[src/rtl/mux_sched_pkg.sv]
// Shared definitions for the 4-input round-robin scheduler: requester count,
// select width, FSM state encoding and the round-robin search helper.
package mux_sched_pkg;

  localparam int NUM_REQ = 4;
  localparam int SEL_W   = 2;

  typedef enum logic {
    IDLE = 1'b0,
    HOLD = 1'b1
  } state_t;

  // Returns {found, index} of the first set request at or after start, wrapping.
  function automatic logic [SEL_W:0] rr_pick(input logic [NUM_REQ-1:0] valid,
                                             input logic [SEL_W-1:0]   start);
    logic             found;
    logic [SEL_W-1:0] idx;
    logic [SEL_W-1:0] cand;
    found = 1'b0;
    idx   = start;
    for (int k = 0; k < NUM_REQ; k++) begin
      cand = start + SEL_W'(k);
      if (!found && valid[cand]) begin
        found = 1'b1;
        idx   = cand;
      end
    end
    return {found, idx};
  endfunction

endpackage

[src/rtl/mux4to1.sv]
// Single-bit 4-to-1 multiplexer used to build the scheduler's data path.
module mux4to1 (
  input  logic       d0,
  input  logic       d1,
  input  logic       d2,
  input  logic       d3,
  input  logic [1:0] sel,
  output logic       y
);

  always_comb begin
    y = d0;
    case (sel)
      2'd0: y = d0;
      2'd1: y = d1;
      2'd2: y = d2;
      2'd3: y = d3;
      default: y = d0;
    endcase
  end

endmodule

[src/rtl/mux4_rr_sched.sv]
// Four-requester round-robin scheduler with a single-word output register.
// Optional packet lock is enabled by defining MUX_SCHED_LOCK_EN.
module mux4_rr_sched
  import mux_sched_pkg::*;
#(
  parameter int DATA_W = 8
) (
  input  logic                      clk,
  input  logic                      rst,
  input  logic [NUM_REQ-1:0]        in_valid,
  input  logic [NUM_REQ*DATA_W-1:0] in_data,
  input  logic [NUM_REQ-1:0]        in_last,
  output logic [NUM_REQ-1:0]        in_ready,
  output logic                      out_valid,
  output logic [DATA_W-1:0]         out_data,
  input  logic                      out_ready,
  output logic [SEL_W-1:0]          grant_sel
);

  state_t            state;
  state_t            next_state;
  logic [SEL_W-1:0]  ptr;
  logic [SEL_W-1:0]  winner;
  logic              win;
  logic [SEL_W:0]    pick;
  logic [DATA_W-1:0] sel_data;

`ifdef MUX_SCHED_LOCK_EN
  logic locked;
  logic held_last;
`else
  logic unused_last;
  assign unused_last = ^in_last;
`endif

  assign pick = rr_pick(in_valid, ptr);

  // While a packet is locked only the previous grantee may be considered.
  always_comb begin
    win    = pick[SEL_W];
    winner = pick[SEL_W-1:0];
`ifdef MUX_SCHED_LOCK_EN
    if (locked) begin
      win    = in_valid[grant_sel];
      winner = grant_sel;
    end
`endif
  end

  always_comb begin
    next_state = state;
    in_ready   = '0;
    case (state)
      IDLE: begin
        if (win && !rst) begin
          in_ready   = NUM_REQ'(1) << winner;
          next_state = HOLD;
        end
      end
      HOLD: begin
        if (out_ready) next_state = IDLE;
      end
      default: next_state = IDLE;
    endcase
  end

  for (genvar b = 0; b < DATA_W; b++) begin : g_bit
    mux4to1 u_mux (
      .d0  (in_data[b]),
      .d1  (in_data[DATA_W + b]),
      .d2  (in_data[2*DATA_W + b]),
      .d3  (in_data[3*DATA_W + b]),
      .sel (winner),
      .y   (sel_data[b])
    );
  end

  // Capture on acceptance; release and advance the pointer on downstream transfer.
  always_ff @(posedge clk) begin
    if (rst) begin
      state     <= IDLE;
      ptr       <= '0;
      out_valid <= 1'b0;
      out_data  <= '0;
      grant_sel <= '0;
`ifdef MUX_SCHED_LOCK_EN
      locked    <= 1'b0;
      held_last <= 1'b0;
`endif
    end else begin
      state <= next_state;
      case (state)
        IDLE: begin
          if (win) begin
            out_valid <= 1'b1;
            out_data  <= sel_data;
            grant_sel <= winner;
`ifdef MUX_SCHED_LOCK_EN
            held_last <= in_last[winner];
`endif
          end
        end
        HOLD: begin
          if (out_ready) begin
            out_valid <= 1'b0;
`ifdef MUX_SCHED_LOCK_EN
            if (!held_last) begin
              locked <= 1'b1;
            end else begin
              locked <= 1'b0;
              ptr    <= grant_sel + SEL_W'(1);
            end
`else
            ptr <= grant_sel + SEL_W'(1);
`endif
          end
        end
        default: ;
      endcase
    end
  end

endmodule
[config.mk]
export PLATFORM = sky130hd
export DESIGN_NAME = mux4_rr_sched
export DESIGN_NICKNAME = d
export VERILOG_FILES = /design/src/rtl/mux_sched_pkg.sv /design/src/rtl/mux4to1.sv /design/src/rtl/mux4_rr_sched.sv
export SDC_FILE = /design/constraint.sdc
export NUM_CORES = 1
export LEC_CHECK = 0
export ABC_CLOCK_PERIOD_IN_PS = 5800
export CORE_MARGIN = 2
export CORE_UTILIZATION = 39
export CTS_BUF_LIST = sky130_fd_sc_hd__clkbuf_4
export CTS_CLUSTER_DIAMETER = 30
export DETAILED_ROUTE_END_ITERATION = 10
export PLACE_DENSITY = 0.87
export REMOVE_ABC_BUFFERS = 1
export SLEW_MARGIN = 20
export SYNTH_ARGS = -nofsm -noshare
export SYNTH_HDL_FRONTEND = slang
export SYNTH_HIERARCHICAL = 1
export SYNTH_SLANG_ARGS = --single-unit
[constraint.sdc]
create_clock -name clk -period 5.8 [get_ports clk]
set_clock_uncertainty 0.15 [all_clocks]
set_input_delay 1.16 -clock clk [delete_from_list [all_inputs] [get_ports clk]]
set_output_delay 1.16 -clock clk [all_outputs]
set_load 0.01 [all_outputs]
==> results of run 1 <==
==> cell families after synthesis <==
family | count (synthesis) | share of synthesized area [%]
AND/OR/NAND/NOR | 39 | 24.5
AO/OA/AOI/OAI | 21 | 15.8
flip-flops | 14 | 32.2
multiplexers | 8 | 20.7
buffers and inverters | 7 | 5.75
XOR/XNOR | 1 | 1.01
==> worst paths after layout <==
| kind | start | end | slack (ns) | cells past startpoint |
|---|---|---|---|---|
| max reg2reg | ptr[0] | out_data[1] | 3.75 | 7 |
| min reg2reg | out_valid | out_valid | 0.31 | 2 |
| max | in_valid[0] | in_ready[2] | 1.20 | 7 |
| min | out_valid | out_valid | 0.31 | 2 |
==> power by group <==
group / internal [uW] / total [uW] / switching (uW) / leakage [uW]
sequential: 105 / 111 / 6.46 / 0.000116
clock: 24.8 / 53.7 / 28.8 / 0.0000154
combinational: 61.3 / 101 / 40.1 / 0.000369
==> layer usage <==
metal  global-route usage [%]  up-vias  share of wire (%)
met2                     31.6       52                 50
met1                     18.5      404                 37
li1                         -      430                  -
met5                        0        -                  0
met3                     6.43        6                 11
met4                     9.21        0                1.8
==> layout make-up <==
cell class              count  area (um^2)
clock buffers               3         22.5
clock inverters             1         3.75
fillers                   169          747
inverters                   3         11.3
multi-input cells          69          539
flip-flops and latches     14          280
well taps                  28         35.0
repair buffers             53          531
==> metrics by stage <==
| step | total power (uW) | setup WS, ns |
|---|---|---|
| final | 267 | 1.20 |
| after global routing | 281 | 1.09 |
| after CTS | 269 | 1.16 |
| after detailed placement | 215 | 1.16 |
| after global placement | 212 | 1.23 |
| after floorplan | 161 | 2.38 |
==> critical path, stage by stage <==
cell             delay (ns)
clkdlybuf4s50_1        0.55
nor2b_1                0.20
a21oi_1                0.07
o211ai_2               0.25
inv_2                  0.20
nor4_2                 0.27
clkdlybuf4s50_1        0.59
==> state kept, by name, summed over array words and instances (netlist names) <==
register,count
state,1
out_valid,1
out_data,8
grant_sel,2
ptr,2
==> cells in the final DEF, fill, tap and decap left out, drive strengths merged, types with 2 or more instances in the layout <==
cell type,n
o21ai,2
nor2,7
nor2b,4
clkbuf,3
a21oi,13
a211oi,2
dfxtp,14
nor4,5
or2,3
clkdlybuf4s50,53
mux4,8
inv,3
nand2,19
==> metrics.md, run 1 <==
| Metric | Value |
|---|---|
| Hold Fails Final Rpt | `0` |
| Avg Synthesized Cell Area | `about 9.7 um^2` |
| Synth Cell Area | `870 um^2` |
| Yosys top cell by area | `dfxtp_1` |
| Dpl hpwl | `1780 um` |
| Initial antenna violation count | `0` |
| Initial core utilization | `40.1%` |
| Final setup viols | `0` |
| Total number of vias | `892` |
| # rows | `17` |
| Status | `completed` |
| Largest net degree at the start of global routing | `20` |
| First-pass GRT wire length | `roughly 3500 um` |
| Worst hold slack | `0.310 ns` |
| Startpoint type of the worst setup path | `input port` |
| Overflow after GRT | `0` |
| Tcrit/Tclk final | `79.4%` |
| RD Place Congestion | `0.694` |
| Clk root buf | `clkbuf_4` |
| # DRC | `0` |
| P&R area growth vs syn | `63.6%` |
| Total GRT Usage | `17.9%` |
| Routed WL per cell | `12.9 um` |
| FMAX | `217 MHz` |
| Die W | `51.2 um` |
| Synth area leaders | `dfxtp_1, mux4_2, nand2_1` |
| Max-cap violations | `0` |
| Worst slew pin tran | `0.744 ns` |
| Relative slew slack | `50.2%` |
| TNS Setup | `0 ns` |
| Share of the synthesized area in the top cell type | `32.2%` |
| Yosys warns | `6` |
| Pwr/cell area | `between 150 and 200 nW/um^2` |
| Critical Path Fanout Max | `10` |
| Post-cts resize count | `0` |
| Final net count | `187` |
| #FFs+latches synth | `14` |
| Ys async rst share | `0%` |
| EDFF count, synth | `0` |
| Seq/Total Area, Yosys | `32.2%` |
| Crit. End Element | `output port` |
| Placed Area | `1400 um^2` |
| Leakage power | `0.000501 uW` |
| Clock buffer count from CTS | `3` |
| Fin area | `~1400 um^2` |
| Final Max Slew Viols | `0` |
| Top FF cell, synth | `dfxtp_1` |
| Peak supply drop | `around 0.096 mV` |
| Clk_lat worst skew | `0.27 ns` |
| I/O pins | `a little under 60` |
| Die height | `51.2 um` |
| RSZ-0062 raised after global routing | `no` |
| # hold bufs at CTS | `0` |
| Unique masters post-synth | `27` |
| TritonRoute pass-1 iters | `4` |
| Placed cells | `167` |
| Critical path arrival | `3.29 ns` |
| Remaining antenna violation count | `0` |
| Vias in the first global route | `913` |
| Clk sink count | `14` |
| Min Tclk post-route | `between 4 and 5 ns` |
| CTS tree | `done` |
| IO Port Bufs | `53` |
| CTS max path bufs | `2` |
| Drt total wl | `2200 um` |
| Diode count | `0` |
| Layout cells sized above 1 | `16.8%` |
| Post CTS Setup Buffer Count | `0` |
| DR vias/cell | `5.22` |
| Layout Cells excl Fill | `171` |
| Final Util | `65.6%` |
| Hold WC Path Type | `reg -> reg` |
| Mapped Cells | `90` |
| Top cells by instance count after synthesis | `nand2_1, dfxtp_1, a21oi_1` |
| Core Region | `approximately 2200 um^2` |
| Max H-tree Level | `1` |
| Kind of critical path | `in -> out` |
| DRT iter0 DRCs | `7` |
| Required time worst endpoint | `4.49 ns` |
| Top-count cell post-synth | `nand2_1` |
| Die footprint | `around 2600 um^2` |
| Clock transition at path regs | `approximately 0.08 ns` |
Power figures use the tool's default switching activity.
==> run 2, diff against run 1 <==
Settings changed: ABC_CLOCK_PERIOD_IN_PS 5800 to 4800, CORE_UTILIZATION 39 to 36, PLACE_DENSITY 0.87 to 0.81.
Clock period 5.8 ns to 4.8 ns, I/O delays scaled along.
==> run 2 against run 1 <==
- non-clock buffer count increased by 2
- total power increased by 23%
- register-to-register slack lost 0.97 ns
- flip-flop and latch count unchanged
- die area increased by 7.7%
- hold slack improved by 0.0019 ns
- critical path depth did not move
- clock-buffer cell count unchanged
- final cell count grew 1.2%
- critical endpoint is now in_ready[0]
- largest power group unchanged
==> metrics.md, run 2 (synthesized netlist as in run 1, its figures left out) <==
| Metric | Value |
|---|---|
| DR vias/cell | `5.13 (was 5.22)` |
| Peak supply drop | `0.126 mV (was 0.0961 mV)` |
| Dpl hpwl | `1790 um (was 1780 um)` |
| Critical Path Fanout Max | `10 (unchanged)` |
| Min Tclk post-route | `4.21 ns` |
| Required time worst endpoint | `3.69 ns (was 4.49 ns)` |
| Max H-tree Level | `1 (unchanged)` |
| RSZ-0062 raised after global routing | `no (unchanged)` |
| Clk root buf | `clkbuf_4 (unchanged)` |
| Tcrit/Tclk final | `about 88%` |
| Post-cts resize count | `0 (unchanged)` |
| Clock transition at path regs | `0.09 ns (was 0.08 ns)` |
| Routed WL per cell | `12.4 um (was 12.9 um)` |
| Leakage power | `0.000510 uW (was 0.000501 uW)` |
| Critical path arrival | `3.10 ns (was 3.29 ns)` |
| CTS tree | `done (unchanged)` |
| First-pass GRT wire length | `3450 um (was 3460 um)` |
| Overflow after GRT | `0 (unchanged)` |
| Pre-CTS WS | `0.589 ns (was 1.16 ns)` |
| TNS Setup | `0 ns (unchanged)` |
| Largest net degree at the start of global routing | `14 (was 20)` |
| Relative slew slack | `58.0% (was 50.2%)` |
| Clk_lat worst skew | `0.28 ns (was 0.27 ns)` |
| Area taken by flip-flops and latches | `280 um^2 (unchanged)` |
| Hold Fails Final Rpt | `0 (unchanged)` |
| Worst hold slack | `0.312 ns (was 0.310 ns)` |
| Crit. End Element | `output port (unchanged)` |
| Clk sink count | `14 (unchanged)` |
| Startpoint type of the worst setup path | `input port (unchanged)` |
| Footprint of the multi-input gates | `539 um^2 (unchanged)` |
| Max reg flops | `8 (unchanged)` |
| IO Port Bufs | `53 (unchanged)` |
| Hold WC Path Type | `reg -> reg (unchanged)` |
| CTS max path bufs | `2 (unchanged)` |
| Post CTS Setup Buffer Count | `0 (unchanged)` |
| Final Util | `63.8% (was 65.6%)` |
| Core Region | `2250 um^2 (was 2170 um^2)` |
| Top reg by flops | `out_data (unchanged)` |
| Die W | `53.1 um (was 51.2 um)` |
| Diode count | `0 (unchanged)` |
| Remaining antenna violation count | `0 (unchanged)` |
| I/O pins | `58 (unchanged)` |
| Die height | `53.1 um (was 51.2 um)` |
| TritonRoute pass-1 iters | `4 (unchanged)` |
| DRT iter0 DRCs | `10 (was 7)` |
| Vias in the first global route | `846 (was 913)` |
| Final setup viols | `0 (unchanged)` |
| # hold bufs at CTS | `0 (unchanged)` |
| RD Place Congestion | `0.700 (was 0.694)` |
| Initial core utilization | `38.6% (was 40.1%)` |
| Total GRT Usage | `16.4% (was 17.9%)` |
| Total power | `327 uW (was 267 uW)` |
| Biggest regs | `out_data x8, grant_sel x2, ptr x2 (unchanged)` |
| # DRC | `0 (unchanged)` |
| Worst slew pin tran | `0.628 ns (was 0.744 ns)` |
| Max-cap violations | `0 (unchanged)` |
| Initial antenna violation count | `0 (unchanged)` |
| # rows | `17 (unchanged)` |
| Kind of critical path | `in -> out (unchanged)` |
| Final Max Slew Viols | `0 (unchanged)` |
| Layout cells sized above 1 | `17.9% (was 16.8%)` |
| Most common cell after layout, fill and taps aside | `clkdlybuf4s50_1 (unchanged)` |
| Most frequent cells in the layout | `clkdlybuf4s50_1, nand2_1, dfxtp_1, a21oi_1, mux4_2 (unchanged)` |
| Status | `completed (unchanged)` |
| Total number of vias | `887 (was 892)` |
| Fill cells | `197 (was 169)` |
| Min setup slack post-route | `0.586 ns (was 1.20 ns)` |
| P&R area growth vs syn | `65.3% (was 63.6%)` |
| Clock buffer count from CTS | `3 (unchanged)` |
| Pwr/cell area | `227 nW/um^2 (was 187 nW/um^2)` |
| Die footprint | `2820 um^2 (was 2620 um^2)` |
| Final net count | `189 (was 187)` |
| Drt total wl | `2150 um (was 2200 um)` |
| FMAX | `237 MHz` |
## run 2: cell types whose count changed in the layout (fill, tap and decap cells not counted), sizes merged
cell / previous run / this run
buf: 0 / 2
## run 2: final cells by class
cell class | instances | share of cell area, %
Inverter | 3 | 0.783
Timing Repair Buffer | 55 | 37.9
Sequential cell | 14 | 19.5
Multi-Input combinational cell | 69 | 37.5
Clock buffer | 3 | 1.57
Clock inverter | 1 | 0.261
Tap cell | 28 | 2.44
## run 2: through the flow
step / area, um^2 / std cells
after floorplan: 831 / 86
after global placement: 1410 / 169
after detailed placement: 1410 / 169
after CTS: 1440 / 173
after global routing: 1440 / 173
final: 1440 / 173
## run 2: worst max-delay path: stages
cell,delay (ns)
clkdlybuf4s50_1,0.55
nor2b_1,0.19
a21oi_1,0.07
o211ai_2,0.27
inv_2,0.20
nor4_2,0.28
clkdlybuf4s50_1,0.58
## run 2: final timing paths
kind               start           to  slack [ns]  depth (start not counted)
min          out_data[6]  out_data[6]        0.31                          2
min reg2reg  out_data[6]  out_data[6]        0.31                          2
max          in_valid[0]  in_ready[0]        0.59                          7
max reg2reg       ptr[0]  out_data[3]        2.78                          7
## run 2: per-layer routing
layer / global-route usage [%] / vias to the layer above / routed length [um] / share of wire [%]
met1: 19.0 / 408 / 827 / 39
met5: 0 / - / 0 / 0
met3: 4.24 / 2 / 197 / 9.2
met2: 30.0 / 42 / 1110 / 52
met4: 3.85 / 0 / 8 / 0.37
li1: - / 435 / - / -
## run 2: power by group
| part | internal (uW) | switching, uW | leakage [uW] |
|---|---|---|---|
| combinational | 75.4 | 47.2 | 0.000379 |
| sequential | 127 | 7.51 | 0.000116 |
| clock | 30.1 | 39.8 | 0.0000154 |
| total | 232 | 94.5 | 0.000510 |
==> run 3, diff against run 2 <==
Settings changed: CORE_UTILIZATION 36 to 30, PLACE_DENSITY 0.81 to 0.69.
==> run 3 against run 2 <==
- flip-flop and latch count unchanged
- cell area unchanged
- final cell count is 1.2% higher
- maximum frequency up 0.16%
- routed wire length is 6.9% higher
- register-to-register slack barely moved
- hold slack got worse by 0.0051 ns
- first-iteration DRC count is 40% higher
- total power is 0.37% lower
==> metrics.md, run 3 (synthesized netlist as in run 1, its figures left out) <==
| Metric | Value |
|---|---|
| RSZ-0062 raised after global routing | `no (unchanged)` |
| Hold WC Path Type | `reg -> reg (unchanged)` |
| Worst slew pin tran | `0.639 ns (was 0.628 ns)` |
| Core Region | `2760 um^2 (was 2250 um^2)` |
| TritonRoute pass-1 iters | `3 (was 4)` |
| Total number of vias | `900 (was 887)` |
| Final net count | `189 (unchanged)` |
| Pwr/cell area | `227 nW/um^2 (about the same)` |
| Setup crit start | `in_valid[0] (unchanged)` |
| Worst r2r src | `ptr[0] (unchanged)` |
| Most common cell after layout, fill and taps aside | `clkdlybuf4s50_1 (unchanged)` |
| Dpl hpwl | `1930 um (was 1790 um)` |
| Tcrit/Tclk final | `87.7% (was 87.8%)` |
| # rows | `19 (was 17)` |
| # DRC | `0 (unchanged)` |
| I/O pins | `58 (unchanged)` |
| DRT iter0 DRCs | `14 (was 10)` |
| Final Max Slew Viols | `0 (unchanged)` |
| Required time worst endpoint | `3.69 ns (about the same)` |
| Final setup viols | `0 (unchanged)` |
| Relative slew slack | `57.2% (was 58.0%)` |
| Clock buffer count from CTS | `3 (unchanged)` |
| Placed Area | `1420 um^2 (was 1410 um^2)` |
| Layout cells sized above 1 | `18.1% (was 17.9%)` |
| Kind of critical path | `in -> out (unchanged)` |
| WP depth | `7 (unchanged)` |
| Die footprint | `3350 um^2 (was 2820 um^2)` |
| Clk sink count | `14 (unchanged)` |
| CP delay by family, top | `buffers and inverters (unchanged)` |
| Overflow after GRT | `0 (unchanged)` |
| Clock transition at path regs | `0.08 ns (was 0.09 ns)` |
| Critical path's most frequent cell | `clkdlybuf4s50_1 (unchanged)` |
| RD Place Congestion | `0.729 (was 0.700)` |
| IO Port Bufs | `53 (unchanged)` |
| Worst setup path end | `in_ready[0] (unchanged)` |
| Hold Fails Final Rpt | `0 (unchanged)` |
| First-pass GRT wire length | `3920 um (was 3450 um)` |
| Crit-path slowest cell | `clkdlybuf4s50_1 (unchanged)` |
| Peak supply drop | `0.126 mV (about the same)` |
| Clk root buf | `clkbuf_4 (unchanged)` |
| Crit. End Element | `output port (unchanged)` |
| Vias in the first global route | `942 (was 846)` |
| Largest net degree at the start of global routing | `12 (was 14)` |
| Drt total wl | `2300 um (was 2150 um)` |
| Post CTS Setup Buffer Count | `0 (unchanged)` |
| Most frequent cells in the layout | `clkdlybuf4s50_1, nand2_1, dfxtp_1, a21oi_1, mux4_2 (unchanged)` |
| Reg2Reg Setup Slack | `2.78 ns (about the same)` |
| TNS Setup | `0 ns (unchanged)` |
| Critical path arrival | `3.10 ns (about the same)` |
| Critical Path Fanout Max | `10 (unchanged)` |
| Status | `completed (unchanged)` |
| Leakage power | `0.000509 uW (was 0.000510 uW)` |
| CP Buf/Inv Count | `3 (unchanged)` |
| Max H-tree Level | `1 (unchanged)` |
| CTS max path bufs | `2 (unchanged)` |
| Initial antenna violation count | `0 (unchanged)` |
| Min Tclk post-route | `4.21 ns (about the same)` |
| Remaining antenna violation count | `0 (unchanged)` |
| FMAX | `238 MHz (was 237 MHz)` |
| Final Util | `52.1% (was 63.8%)` |
| RR Endpoint | `out_data[5] (was out_data[3])` |
| Total GRT Usage | `15.6% (was 16.4%)` |
| Critical path cell sequence | `clkdlybuf4s50_1, nor2b_1, a21oi_1, o211ai_2, inv_2, nor4_2, clkdlybuf4s50_1 (unchanged)` |
| Diode count | `0 (unchanged)` |
| Clk_lat worst skew | `0.29 ns (was 0.28 ns)` |
| P&R area growth vs syn | `65.3% (unchanged)` |
| Biggest regs | `out_data x8, grant_sel x2, ptr x2 (unchanged)` |
| Worst path max stage delay | `0.58 ns (about the same)` |
| # hold bufs at CTS | `0 (unchanged)` |
| Routed WL per cell | `13.1 um (was 12.4 um)` |
| CTS tree | `done (unchanged)` |
| Startpoint type of the worst setup path | `input port (unchanged)` |
| Die W | `57.8 um (was 53.1 um)` |
| Post-cts resize count | `0 (unchanged)` |
| Worst hold path cell count | `2 (unchanged)` |
| Max-cap violations | `0 (unchanged)` |
| Initial core utilization | `31.5% (was 38.6%)` |
| Max reg flops | `8 (unchanged)` |
| Fin area | `1440 um^2 (unchanged)` |
| DR vias/cell | `5.14 (was 5.13)` |
| R2R cell count | `7 (unchanged)` |
| Worst hold slack | `0.307 ns (was 0.312 ns)` |
| Die height | `57.8 um (was 53.1 um)` |
| Top reg by flops | `out_data (unchanged)` |
==> run 3: power breakdown <==
| group | switching (uW) | internal (uW) | leakage [uW] |
|---|---|---|---|
| clock network | 38.2 | 29.2 | 0.0000138 |
| registers | 7.68 | 127 | 0.000116 |
| logic | 48.2 | 75.5 | 0.000379 |
| total | 94.1 | 232 | 0.000509 |
==> run 3: how the worst min path moves through the flow <==
stage                      startpoint  slack [ns]     endpoint
after CTS                 out_data[5]        0.31  out_data[5]
final                     out_data[5]        0.31  out_data[5]
after global routing      out_data[5]        0.33  out_data[5]
after global placement    out_data[0]        0.30  out_data[0]
after detailed placement  out_data[5]        0.30  out_data[5]
after floorplan                 state        0.32        state
==> run 3: per-stage QoR <==
| stage | setup slack (ns) | cells | total power, uW |
|---|---|---|---|
| 2_1_floorplan | 1.78 | 86 | 195 |
| 3_3_place_gp | 0.642 | 172 | 260 |
| 3_5_place_dp | 0.594 | 172 | 262 |
| 4_1_cts | 0.574 | 175 | 328 |
| 5_1_grt | 0.466 | 175 | 345 |
| 6_report | 0.593 | 175 | 326 |
==> run 3: cell type report <==
type | instances | area (um^2)
Clock buffer | 3 | 22.5
Sequential cell | 14 | 280
Inverter | 3 | 11.3
Fill cell | 263 | 1320
Multi-Input combinational cell | 69 | 539
Timing Repair Buffer | 55 | 546
Tap cell | 31 | 38.8
==> run 3: metal layers <==
metal  vias to the layer above  global-route usage [%]  wire length (um)
met1                       412                    15.7               811
met4                         0                    7.97                55
li1                        434                       -                 -
met5                         -                       0                 0
met2                        49                    25.8              1060
met3                         5                    8.71               363
==> run 3: worst register-to-register path, stage by stage (launching register included) <==
cell	delay, ns
dfxtp_1	0.39
nor2b_1	0.07
o21ai_1	0.15
o211ai_2	0.17
inv_2	0.27
mux4_2	0.55
nand2_1	0.08
a21oi_1	0.06
